[src/rtl/serial_readout_pkg.sv]
// Shared definitions for the AE serial readout link: FSM states, default frame
// geometry and bit_sel encodings common to the transmitter and receiver.
package serial_readout_pkg;

  localparam int RTC_W_DEF     = 30;
  localparam int DATA_W_DEF    = 3;
  localparam int MAX_WORDS_DEF = 200;

  localparam logic SEL_RTC  = 1'b0;
  localparam logic SEL_DATA = 1'b1;

  typedef enum logic [1:0] {
    IDLE  = 2'd0,
    RTC   = 2'd1,
    DATA  = 2'd2,
    DRAIN = 2'd3
  } sr_state_t;

endpackage

[src/rtl/sr_deser.sv]
// MSB-first deserializer: shifts bit_in on shift_en and flags the shift that
// completes a W-bit word; `word` is the assembled value on that same cycle.
module sr_deser #(
  parameter int W = 8
) (
  input  logic         clk,
  input  logic         reset,
  input  logic         clear,
  input  logic         shift_en,
  input  logic         bit_in,
  output logic [W-1:0] word,
  output logic         full
);

  localparam int CNT_W = $clog2(W);

  logic [W-2:0]     sh_q;
  logic [CNT_W-1:0] cnt_q;

  assign word = {sh_q, bit_in};
  assign full = shift_en && !clear && (cnt_q == CNT_W'(W - 1));

  // clear may coincide with the first bit of a new frame, which then becomes bit 0
  always_ff @(posedge clk or posedge reset) begin
    if (reset) begin
      sh_q  <= '0;
      cnt_q <= '0;
    end else if (clear) begin
      sh_q  <= shift_en ? (W-1)'(bit_in) : '0;
      cnt_q <= shift_en ? CNT_W'(1) : '0;
    end else if (shift_en) begin
      sh_q  <= word[W-2:0];
      cnt_q <= full ? '0 : cnt_q + CNT_W'(1);
    end
  end

endmodule

[src/rtl/serial_readout_receiver.sv]
// Receive end of the AE serial readout link: splits each frame into an RTC
// timestamp and channel-memory words, with per-word strobes and frame status.
module serial_readout_receiver
  import serial_readout_pkg::*;
#(
  parameter int RTC_W     = RTC_W_DEF,
  parameter int DATA_W    = DATA_W_DEF,
  parameter int MAX_WORDS = MAX_WORDS_DEF
) (
  input  logic              clk,
  input  logic              reset,
  input  logic              frame_active,
  input  logic              bit_valid,
  input  logic              bit_sel,
  input  logic              bit_in,
  output logic [RTC_W-1:0]  rtc_word,
  output logic              rtc_valid,
  output logic [DATA_W-1:0] data_word,
  output logic              data_valid,
  output logic [7:0]        word_idx,
  output logic              frame_done,
  output logic [7:0]        word_count,
  output logic              frame_error
);

  sr_state_t         state_q, state_n, cur;
  logic              fa_q;
  logic              rise, start, bit_ok, at_limit;
  logic              rtc_shift, data_shift, rtc_full, data_full;
  logic [RTC_W-1:0]  rtc_asm;
  logic [DATA_W-1:0] data_asm;
  logic [7:0]        word_cnt_q, word_cnt_n;
  logic              part_q, part_n;
  logic              err_n, done_n;

  assign rise     = frame_active && !fa_q;
  assign start    = (state_q == IDLE) && rise;
  // the rising-edge cycle already belongs to the RTC phase
  assign cur      = start ? RTC : state_q;
  assign bit_ok   = frame_active && bit_valid;
  assign at_limit = (word_cnt_q == 8'(MAX_WORDS));

  assign rtc_shift  = (cur == RTC) && bit_ok && (bit_sel == SEL_RTC);
  assign data_shift = (cur == DATA) && bit_ok && (bit_sel == SEL_DATA) && !at_limit;

  sr_deser #(.W(RTC_W)) u_rtc_deser (
    .clk      (clk),
    .reset    (reset),
    .clear    (start),
    .shift_en (rtc_shift),
    .bit_in   (bit_in),
    .word     (rtc_asm),
    .full     (rtc_full)
  );

  sr_deser #(.W(DATA_W)) u_data_deser (
    .clk      (clk),
    .reset    (reset),
    .clear    (start),
    .shift_en (data_shift),
    .bit_in   (bit_in),
    .word     (data_asm),
    .full     (data_full)
  );

  // fa_q resets high so a frame_active already high at reset release is not a start
  always_ff @(posedge clk or posedge reset) begin
    if (reset) begin
      state_q    <= IDLE;
      fa_q       <= 1'b1;
      word_cnt_q <= '0;
      part_q     <= 1'b0;
    end else begin
      state_q    <= state_n;
      fa_q       <= frame_active;
      word_cnt_q <= word_cnt_n;
      part_q     <= part_n;
    end
  end

  always_comb begin
    state_n    = cur;
    word_cnt_n = start ? 8'd0 : word_cnt_q;
    part_n     = start ? 1'b0 : part_q;
    err_n      = start ? 1'b0 : frame_error;
    done_n     = 1'b0;

    if (cur != IDLE && !frame_active) begin
      state_n = IDLE;
      done_n  = 1'b1;
      // an unfinished timestamp or data word at frame end is discarded and flagged
      if (cur == RTC || (cur == DATA && part_q))
        err_n = 1'b1;
    end else begin
      unique case (cur)
        RTC: begin
          if (bit_ok) begin
            if (bit_sel != SEL_RTC) begin
              err_n   = 1'b1;
              state_n = DRAIN;
            end else if (rtc_full) begin
              state_n = DATA;
            end
          end
        end
        DATA: begin
          if (bit_ok) begin
            if (!data_shift) begin
              err_n   = 1'b1;
              state_n = DRAIN;
            end else if (data_full) begin
              word_cnt_n = word_cnt_q + 8'd1;
              part_n     = 1'b0;
            end else begin
              part_n = 1'b1;
            end
          end
        end
        default: ;
      endcase
    end
  end

  always_ff @(posedge clk or posedge reset) begin
    if (reset) begin
      rtc_word    <= '0;
      rtc_valid   <= 1'b0;
      data_word   <= '0;
      data_valid  <= 1'b0;
      word_idx    <= '0;
      frame_done  <= 1'b0;
      word_count  <= '0;
      frame_error <= 1'b0;
    end else begin
      rtc_valid   <= rtc_full;
      data_valid  <= data_full;
      frame_done  <= done_n;
      frame_error <= err_n;
      if (rtc_full)
        rtc_word <= rtc_asm;
      if (data_full) begin
        data_word <= data_asm;
        word_idx  <= word_cnt_q;
      end
      if (done_n)
        word_count <= word_cnt_q;
    end
  end

endmodule

[config.mk]
export PLATFORM = sky130hd
export DESIGN_NAME = serial_readout_receiver
export DESIGN_NICKNAME = d
export VERILOG_FILES = /design/src/rtl/serial_readout_pkg.sv /design/src/rtl/sr_deser.sv /design/src/rtl/serial_readout_receiver.sv
export SDC_FILE = /design/constraint.sdc
export NUM_CORES = 1
export LEC_CHECK = 0
export CORE_MARGIN = 2
export CORE_UTILIZATION = 59
export DETAILED_ROUTE_END_ITERATION = 12
export PLACE_DENSITY = 0.85
export SLEW_MARGIN = 20
export SYNTH_ARGS = -nofsm -noshare
export SYNTH_HDL_FRONTEND = slang
export SYNTH_SLANG_ARGS = --single-unit
[constraint.sdc]
create_clock -name clk -period 5.65 [get_ports clk]
set_clock_uncertainty 0.2 [all_clocks]
set_input_delay 1.13 -clock clk [delete_from_list [all_inputs] [get_ports clk]]
set_output_delay 1.13 -clock clk [all_outputs]
set_load 0.02 [all_outputs]
==> run summary <==
The number of enable flip-flop cells after synthesis came out at 0. The fraction of final layout cells with drive strength greater than 1 came out at 0.1126. The routed length per instance came out at 14.73 um. The final wirelength came out at 7866 um.

Among all flip-flop cells after synthesis, the most frequent one is dfrtp_1. The number of gates resized after CTS was 0. The count of endpoints failing setup in the final report came out at 0. The critical-path maximum fanout is 32.

Max-cap violations in this run came to 0. The number of primary I/O pins is 59. The total of warnings raised by yosys is 0. CTS built an H-tree with a depth of 3. The number of input and output port buffers inserted came out at 58. The routed layout has 2952 vias. The signal arrival time at the worst endpoint came out at 3.27 ns. At the end of the flow the core is filled with cells to 0.7135. The source-to-sink clock delay at the later pin of the worst-skew pair is 0.36 ns. The cell count after synthesis is 382. The region available for standard cell placement spans 7253 um2. The post-layout worst setup margin is 2.373 ns. The flow ran to the end, and the final reports show no timing, DRC or antenna violations. The nature of the critical path startpoint is an input port. Relative to the synthesized area, the layout overhead comes to 17.43%. Global routing finished with a remaining overflow of 0.

The final-layout worst hold slack is 0.2961 ns. The clock tree from TritonCTS is done. The maximum ir drop on the vdd rail is 0.1851 mV.

The worst hold path belongs to the class flip-flop to flip-flop. The number of antenna cells inserted is 0. The number of CTS-inserted buffers came out at 9. The power per standard cell area is 243.5 nW/um2. The area fraction of the dominant cell type after synthesis is 0.5792.

The most numerous cell type found on the critical path is nand2_1. The global placement routability congestion came out at 0.8167. The first global-routing pass estimated 13500 um of wire. The starting density of the core came out at 0.6076.

In this run the mean area of a mapped cell was 11.54 um2. The filler-free cell count of the finished design is 534. The y dimension of the die came out at 90.43 um.

The number of clock sinks came out at 103. Based on the critical path, the design can be clocked at up to 305.1 MHz. The number of optimization iterations in the first detailed-route pass came out at 4.

Entering global routing, the biggest net connects 56 pins. The number of pins with negative max-slew slack in the final report came to 0. The largest buffer count on any clock path came out at 2.

Leaving out fill and tap cells, the most frequent cell in the layout is dfrtp_1. The hold-fix buffer count after cts is 0. The summed instance area of the synthesized netlist came out at 4407 um2. The signal on the critical path passes through clkdlybuf4s50_1 > and4bb_2 > nand2_1 > nand2_1 > o22ai_1.

After the last flow step, the layout net total stands at 440. The worst stage delay on the critical path is 0.67 ns. The number of buffers inserted to repair setup after CTS came out at 0.

The largest total area in the synthesized netlist belongs to dfrtp_1. The fraction of the yosys area taken by sequential cells is 0.5852. The number of core rows came out at 31. Ranked by total cell area, the synthesized netlist is headed by dfrtp_1, mux2_1, nand2_1. The worst setup path is captured at a flip-flop. The register-to-register setup slack is 3.26 ns. Setup repair after global routing left no endpoint under its margin. The estimated wirelength of the detail-placed design came out at 5212 um.

At the worst endpoint, the required time is 5.65 ns. The number of fill cells in the layout came out at 527. The cell sitting at the root of the clock tree is a clkbuf_8.

At the pin with the least slew margin, the transition time is 1.019 ns. The setup path with the least slack is of type input port to flip-flop. The worst pin sits at a relative slew slack of 0.3192.

The share of async-settable or async-resettable flops after synthesis is 1.000. The top cell types in the final layout, fill and taps aside, are dfrtp_1, nand2_1, clkdlybuf4s50_1, a21oi_1, mux2_1. The length in cells of the worst reg-to-reg path is 4.

The placement-stage worst setup slack came out at 2.018 ns. When the netlist entered floorplanning its net count stood at 392. For the finished layout, the period the worst path requires is 3.277 ns. The placed cell count came out at 518. The count of unresolved DRC violations after routing came out at 0. The initial antenna violation count came out at 0. The post-route clock period utilization is 0.5801. The largest individual stage delay along the critical path comes from the cell clkdlybuf4s50_1. The final hold violation count was 0. The clock-pin slew of the registers on the worst-case setup and hold paths is 0.10 ns. Along the worst hold path, the cell count comes to 1.

The die width is 90.43 um. The number of global-route vias before repair came to 2809. Setup total negative slack on the finished layout was measured at 0 ns.

The die covers 8177 um2. After detailed routing, the number of vias per cell comes to 5.528. The DRC marker count from the first detailed-route iteration is 170. After synthesis the netlist holds a flip-flop and latch count of 103. Yosys mapped the design onto 53 distinct sky130hd cell types. The number of routed nets with antenna violations came out at 0. The leakage power total came out at 2.402 nW. The global-route usage over all layers is 0.2029.
synthesized netlist by cell type, types with 2 or more instances:
master,n
clkbuf_1,6
buf_4,5
inv_1,13
nor2b_1,2
nand4_1,4
buf_6,4
mux2_4,5
mux2i_1,7
nand2_1,75
or3_1,2
dfrtp_1,102
or2_2,2
mux2_1,27
mux2_2,13
o211ai_1,2
a21oi_1,35
o21ai_1,4
o21ai_0,12
and2_1,4
or4_1,2
and4_1,2
and3_1,3
a31oi_1,3
ha_1,4
buf_2,8
nor2_1,3
nand3_1,5
o221ai_1,2
o22ai_1,2
state kept, by name, indices dropped and copies added, names as in the netlist, 2 cells and up:
register,cells
u_data_deser.cnt_q,2
word_cnt_q,8
u_data_deser.sh_q,2
state_q,2
rtc_word,30
data_word,3
u_rtc_deser.sh_q,29
word_idx,8
word_count,8
u_rtc_deser.cnt_q,5
final cells by class:
| class | instances | area [um2] | area share |
|---|---|---|---|
| clock buffers | 10 | 137.6 | 0.02660 |
| clock inverters | 6 | 52.55 | 0.01015 |
| well taps | 99 | 123.9 | 0.02394 |
| multi-input cells | 243 | 1635 | 0.3160 |
| inverters | 13 | 51.30 | 0.009913 |
| repair buffers | 60 | 595.6 | 0.1151 |
| flip-flops and latches | 103 | 2579 | 0.4983 |
cell families (layout without fill, tap and decap cells):
group                    Yosys count  after routing  synth area share
AND/OR/NAND/NOR                  117            117            0.1323
flip-flops                       103            103            0.5852
buffers and inverters             36             89           0.04401
AO/OA/AOI/OAI                     70             70           0.09200
adder cells (fa/ha/maj)            4              4           0.01136
multiplexers                      52             52            0.1352
through the flow:
step                      instance area, um2  total power [mW]
final                                   5175             1.260
after global routing                    5175             1.310
after CTS                               5174             1.273
after detailed placement                4984            0.8388
after global placement                  4984            0.8356
after floorplan                         4407            0.8179
routing by layer:
| metal | GRT usage | up-vias | part of all wire |
|---|---|---|---|
| met5 | 0 | - | 0 |
| met4 | 0.08462 | 0 | 0.016 |
| met3 | 0.02421 | 11 | 0.029 |
| met2 | 0.3108 | 65 | 0.48 |
| met1 | 0.2982 | 1457 | 0.47 |
| li1 | - | 1419 | - |
worst max-delay path: cells and delay by family:
kind | cells | cell delay, ns
simple gates | 3 | 1.35
compound gates | 1 | 0.11
buf+inv | 1 | 0.67
report_power, final:
group          leakage (nW)  switching, mW  total, mW  internal, mW
clock                0.0914          0.258      0.437         0.179
combinational         0.882         0.0450     0.0671        0.0221
sequential             1.43         0.0102      0.756         0.746
worst paths after layout:
| check | from | endpoint |
|---|---|---|
| max in group asynchronous | reset | u_data_deser.cnt_q[1] |
| hold reg to reg | rtc_word[7] | rtc_word[7] |
| hold / removal | rtc_word[7] | rtc_word[7] |
| setup reg to reg | state_q[1] | u_rtc_deser.cnt_q[0] |
| min in group asynchronous | reset | rtc_word[8] |
| setup / recovery | frame_active | u_rtc_deser.cnt_q[0] |
Note: power is estimated with default switching activity, not from simulation.
